**src/rtl/pipe_skid_reg.sv**
```systemverilog
// pipe_skid_reg: elastic valid/ready pipeline register with a two-entry skid buffer, flush and occupancy.
module pipe_skid_reg #(
    parameter int unsigned           WIDTH       = 32,
    parameter logic [WIDTH-1:0]      RESET_VALUE = '0
) (
    input  logic             clk,
    input  logic             reset,
    input  logic             flush,
    input  logic             in_valid,
    output logic             in_ready,
    input  logic [WIDTH-1:0] in_data,
    output logic             out_valid,
    input  logic             out_ready,
    output logic [WIDTH-1:0] out_data,
    output logic [1:0]       occupancy
);
    typedef enum logic [1:0] {EMPTY = 2'd0, ONE = 2'd1, TWO = 2'd2} state_t;

    state_t           r_state, w_next;
    logic             r_in_ready, r_out_valid;
    logic [WIDTH-1:0] r_main, r_skid;
    logic             w_in_fire, w_out_fire, w_load_main, w_main_from_skid, w_load_skid;

    assign w_in_fire  = in_valid & r_in_ready;
    assign w_out_fire = r_out_valid & out_ready;
    assign in_ready   = r_in_ready;
    assign out_valid  = r_out_valid;
    assign out_data   = r_main;
    // state encoding doubles as the entry count
    assign occupancy  = r_state;

    always_comb begin
        w_next           = r_state;
        w_load_main      = 1'b0;
        w_main_from_skid = 1'b0;
        w_load_skid      = 1'b0;
        case (r_state)
            EMPTY: begin
                w_next      = w_in_fire ? ONE : EMPTY;
                w_load_main = w_in_fire;
            end
            ONE: begin
                w_next      = (w_in_fire & ~w_out_fire) ? TWO : (w_out_fire & ~w_in_fire) ? EMPTY : ONE;
                w_load_main = w_in_fire & w_out_fire;
                w_load_skid = w_in_fire & ~w_out_fire;
            end
            TWO: begin
                w_next           = w_out_fire ? ONE : TWO;
                w_load_main      = w_out_fire;
                w_main_from_skid = w_out_fire;
            end
            default: w_next = EMPTY;
        endcase
        // flush drops everything held; data registers are left untouched
        if (flush) begin
            w_next           = EMPTY;
            w_load_main      = 1'b0;
            w_main_from_skid = 1'b0;
            w_load_skid      = 1'b0;
        end
    end

    always_ff @(posedge clk) begin
        if (reset) begin
            r_state     <= EMPTY;
            r_in_ready  <= 1'b1;
            r_out_valid <= 1'b0;
            r_main      <= RESET_VALUE;
            r_skid      <= RESET_VALUE;
        end else begin
            r_state     <= w_next;
            r_in_ready  <= (w_next != TWO);
            r_out_valid <= (w_next != EMPTY);
            if (w_load_main) r_main <= w_main_from_skid ? r_skid : in_data;
            if (w_load_skid) r_skid <= in_data;
        end
    end
endmodule

```
**config.mk**
```make
export PLATFORM = sky130hd
export DESIGN_NAME = pipe_skid_reg
export DESIGN_NICKNAME = d
export VERILOG_FILES = /design/src/rtl/pipe_skid_reg.sv
export SDC_FILE = /design/constraint.sdc
export NUM_CORES = 1
export LEC_CHECK = 0
export ABC_AREA = 1
export CORE_ASPECT_RATIO = 1.25
export CORE_UTILIZATION = 40
export DETAILED_ROUTE_END_ITERATION = 10
export GPL_ROUTABILITY_DRIVEN = 1
export PLACE_DENSITY = 0.66
export SLEW_MARGIN = 20
export SYNTH_ARGS = -nofsm -noshare
export SYNTH_HDL_FRONTEND = slang
export SYNTH_SLANG_ARGS = --single-unit
```
**constraint.sdc**
```tcl
create_clock -name clk -period 2 [get_ports clk]
set_input_delay 0.4 -clock clk [delete_from_list [all_inputs] [get_ports clk]]
set_output_delay 0.4 -clock clk [all_outputs]
set_load 0.03 [all_outputs]
```
* After elaboration in Yosys (flattened, before gate mapping)
Index checks and enable logic that the tools add are counted.
Storage, ports and cells: bits in registers 68, input port bits 37, output and inout port bits 36, word-level logic and storage cells 30
Operators by class: equal/unequal tests 3, multiplexer cells 13, bitwise logic cells 7, reduce and logical (&&, ||, !) cells 2
Operators by type and width (count):
- 32-bit 2-to-1 mux | 1
- 1-bit 2-to-1 mux | 7
- 2-bit 2-to-1 mux | 3
- 2-bit case mux with 3 select lines | 1
- 1-bit AND | 5
- 1-bit case mux with 3 select lines | 1
- 2-bit by 1-bit equality test with 1-bit output, second input constant | 1
- 2-bit equality test, second input constant | 1
- 2-bit logical NOT | 1
- 2-bit != test, second input constant | 1
- 1-bit inverter | 2
- 2-bit nonzero test | 1

* Depth between registers and ports, before layout
depth after elaboration 8, depth in mapped cells 10, depth with buffers taken out 9

* Worst setup path after synthesis
Ideal clock, no wire load.
path kind register -> register, start point register r_out_valid (netlist: out_valid), end point register r_main[12] (netlist: out_data[12]), library setup time 0.113 ns, data arrival time 1.452 ns, required time 1.887 ns, path slack 0.435 ns, stages on the path, launching flop included 10, path buffers 1, period minus slack after synthesis 1.565 ns, cell sequence dfxtp_1 -> nand2_2 -> inv_1 -> ha_1 -> nand3_1 -> nand3_2 -> nand2_4 -> buf_4 -> nor2_1 -> nor2_1
Between the ends: longest elaborated chain between the ends 4, elaborated cells on any way between the ends 7, classes of those cells mux (5); bitwise (2)
RTL lines:
- start, declared | RTL line 20 | logic r_in_ready, r_out_valid;
- start signal, assigned | RTL line 73 | r_out_valid <= (w_next != EMPTY);
- 1-bit AND * | RTL line 25 | assign w_out_fire = r_out_valid & out_ready;
- 1-bit AND or 1-bit 2-to-1 mux (tied branches) | RTL line 44, 37
- 1-bit case mux with 3 select lines or 1-bit 2-to-1 mux (tied branches) | RTL line 37, 55
- 1-bit 2-to-1 mux or 32-bit 2-to-1 mux (tied branches) | RTL line 55, 74
- end signal, assigned | RTL line 74 | if (w_load_main) r_main <= w_main_from_skid ? r_skid : in_data;
- end, declared | RTL line 21 | logic [WIDTH-1:0] r_main, r_skid;
Every way passes the cells marked *; elsewhere a longest branch is shown, timed or not. A chain may end at the register's enable or synchronous reset.

* Worst setup path in the final report
start point register r_state[1] (netlist: occupancy[1]), end point output occupancy[1]
RTL lines:
- start, declared | RTL line 19 | state_t r_state, w_next;
- start signal, assigned | RTL line 71 | r_state <= w_next;
- end, declared | RTL line 15 | output logic [1:0] occupancy
No word-level cell between the ends.

==> flow_metrics.env <==
export IMPL_totalWireLength_mm=7.359
export IMPL_synth_cells=480
export IMPL_layout_nets=587
export IMPL_first_global_vias=2862
export IMPL_area_delta_synth_final_pct=33.33
export IMPL_grt_total_usage=0.1937
export IMPL_layout_drive_gt1_share=0.07428
export IMPL_timing_worst_setup_path_type="register to output port"
export IMPL_synth_sequential_area_ratio=0.4328
export IMPL_clock_buffers_created_by_tritoncts=9
export IMPL_die_w_um=81.32
export IMPL_post_synth_top_area_cell="sky130_fd_sc_hd__dfxtp_1"
export IMPL_first_pass_iters=4
export IMPL_met2_usage=0.3346
export IMPL_filler_cell_count=763
export IMPL_post_cts_repair_setup_buffers=0
export IMPL_fin_hold_ws_ns=0.5044
export IMPL_grt_use_met3=0.03153
export IMPL_postSynthRegisterBits=68
export IMPL_final_antenna_net_count=0
export IMPL_ys_types=21
export IMPL_grt_pass1_wl_mm=12.41
export IMPL_worst_ir_drop_on_vdd_v=0.0004616
export IMPL_critical_path_endpoint_type="output port"
export IMPL_cts_tree="built"
export IMPL_pin_count_of_the_biggest_net_entering_global_routing=35
export IMPL_boundaryPins=73
export IMPL_design_die_area_mm2=0.008225
export IMPL_core_area_mm2=0.007488
export IMPL_drt_iter0_drc=191
export IMPL_fin_tns_setup_ns=0
export IMPL_yosys_area_top_type_share=0.4328
export IMPL_path_category_of_the_worst_min_delay_check="register to register"
export IMPL_critical_path_slowest_cell="sky130_fd_sc_hd__clkdlybuf4s50_1"
export IMPL_worstMarginPinSlew_ns=0.5847
export IMPL_synth_area_top_cells="sky130_fd_sc_hd__dfxtp_1 (43%), sky130_fd_sc_hd__nand2_1 (16%), sky130_fd_sc_hd__nor2_1 (16%)"
export IMPL_period_share=0.9588
export IMPL_yosysWarningCount=0
export IMPL_path_buf_inv=1
export IMPL_crit_chain="clkdlybuf4s50_1"
export IMPL_initial_antenna_violation_count=0
export IMPL_crit_path_max_cell_delay_ns=0.72
export IMPL_critical_path_arrival_ns=1.52
export IMPL_critPathRequiredTime_ns=1.60
export IMPL_cts_htree_levels=3
export IMPL_clock_root_buffer="sky130_fd_sc_hd__clkbuf_8"
export IMPL_drt_wirelength_per_cell_um=11.43
export IMPL_setup_worst_path_start_class="register"
export IMPL_fin_skew_ns=0.006082
export IMPL_post_route_cell_area_mm2=0.004194
export IMPL_grt_busiest_layer="met2"
export IMPL_drc=0
export IMPL_postCtsResizedCells=0
export IMPL_placementRows=35
export IMPL_avgViaCountPerCell=4.629
export IMPL_power_total_w=0.003483
export IMPL_vias=2981
export IMPL_max_freq_mhz=521.5
export IMPL_post_cts_hold_buffer_count=0
export IMPL_place_port_buffers=72
export IMPL_worstSkewPairLatency_ns=0.34
export IMPL_ctsLongestPathBuffers=2
export IMPL_avgSynthCellArea_um2=6.553
export IMPL_critPathTopFamily="buffers and inverters"
export IMPL_grt_setup_unrepaired="false"
export IMPL_clkSinkCount=68
export IMPL_finalWeightedCongestion=0.7925
export IMPL_overflow=0
export IMPL_postPlaceCellArea_mm2=0.003933
export IMPL_finalSetupViolations=0
export IMPL_timing_max_slew_rel_slack=0.6096
export IMPL_minimum_period_implied_by_the_final_worst_setup_slack_ns=1.918
export IMPL_floorplan_initialDensity=0.4201
export IMPL_report_final_slew_viol_count=0
export IMPL_report_final_hold_viol_count=0
export IMPL_dpl_hpwl_mm=4.824
export IMPL_fp_dieH_um=101.1
export IMPL_antenna_diode_count=0
export IMPL_cellLeakagePower_nw=2.054
export IMPL_p_per_area_mw_per_mm2=830.5
export IMPL_max_cap_violations=0
export IMPL_path_max_fanout=6
export IMPL_clk_pin_slew_worst_paths_ns=0.07
export IMPL_grt_util_met1=0.2304
export IMPL_synth_cell_area_mm2=0.003146
export IMPL_synth_net_count=519
export IMPL_status="finished clean"
path summary, 6_finish.rpt:
path	start	endpoint	slack, ns	cells after the start
worst min register to register	r_skid[28]$_SDFFE_PP0P_	r_skid[28]$_SDFFE_PP0P_	0.50	2
worst max register to register	out_valid$_SDFF_PP0_	r_skid[20]$_SDFFE_PP0P_	0.48	7
worst min-delay path	r_skid[28]$_SDFFE_PP0P_	r_skid[28]$_SDFFE_PP0P_	0.50	2
worst max-delay path	occupancy[1]$_SDFF_PP0_	occupancy[1]	0.08	1
state kept, by name, indices dropped and copies added (netlist names):
name / flops
in_ready: 1
occupancy: 2
out_data: 32
r_skid: 32
out_valid: 1
worst reg2reg max path: cells and delay by family (launching register included):
| kind | cells | cell delay [ns] |
|---|---|---|
| adder cells (fa/ha/maj) | 1 | 0.19 |
| buffers and inverters | 1 | 0.44 |
| AND/OR/NAND/NOR | 5 | 0.48 |
| flip-flops | 1 | 0.35 |
cell families after synthesis:
kind of cell,after synthesis,synth area share
compound gates,35,0.05569
fa+ha+maj,2,0.007954
buf+inv,66,0.1066
flops,68,0.4328
simple gates,309,0.3970
cell usage in the layout, fill, tap and decap left out:
cell type                         Yosys  routed
sky130_fd_sc_hd__nand2_2              2       2
sky130_fd_sc_hd__a21oi_1              1       1
sky130_fd_sc_hd__clkbuf_8             0       9
sky130_fd_sc_hd__inv_1               34      34
sky130_fd_sc_hd__nor2_2               2       2
sky130_fd_sc_hd__nor2_1             131     131
sky130_fd_sc_hd__dfxtp_1             68      68
sky130_fd_sc_hd__bufinv_16            0       4
sky130_fd_sc_hd__clkinv_4             0       2
sky130_fd_sc_hd__nand3_2              1       1
sky130_fd_sc_hd__nand3_1             33      33
sky130_fd_sc_hd__clkdlybuf4s50_1      0      72
sky130_fd_sc_hd__nand2_1            135     135
sky130_fd_sc_hd__o21ai_1              8       8
sky130_fd_sc_hd__nor2_4               2       2
sky130_fd_sc_hd__ha_1                 2       2
sky130_fd_sc_hd__nor3_1               1       1
sky130_fd_sc_hd__o21ai_0             26      26
sky130_fd_sc_hd__buf_12               0       4
sky130_fd_sc_hd__inv_2                4       5
sky130_fd_sc_hd__nand2_4              2       2
sky130_fd_sc_hd__buf_4                3       8
stage by stage:
stage	util	std cells	setup slack, ns
after floorplan	-	480	0.4350
after global placement	0.5251	629	0.04759
after detailed placement	0.5251	629	-0.03346
after CTS	0.5601	644	0.06453
after global routing	0.5601	644	0.04198
final	0.5601	644	0.08244
final cells by class:
class	instances	area [um2]	share of cell area
Timing Repair Buffer	84	860.8	0.2053
Sequential cell	68	1361	0.3246
Multi-Input combinational cell	346	1449	0.3455
Clock inverter	6	137.6	0.03282
Tap cell	92	115.1	0.02745
Clock buffer	9	123.9	0.02953
Inverter	39	146.4	0.03490
synth_stat cells, drive strengths merged:
library cell  number
nand3             34
inv               38
clkbuf             8
a21oi              1
ha                 2
dfxtp             68
nand2            139
buf               19
nor3               1
nor2             135
clkinv             1
o21ai             34
metal layers:
layer | vias to the layer above | part of all wire
li1 | 1590 | -
met1 | 1297 | 0.46
met2 | 82 | 0.47
met3 | 12 | 0.048
met4 | 0 | 0.018
met5 | - | 0
where the power goes:
group	switching, W	internal [W]
registers	0.0000333	0.00142
logic	0.000298	0.000239
clock network	0.000542	0.000952
total	0.000873	0.00261
(Power assumes the default switching activity.)
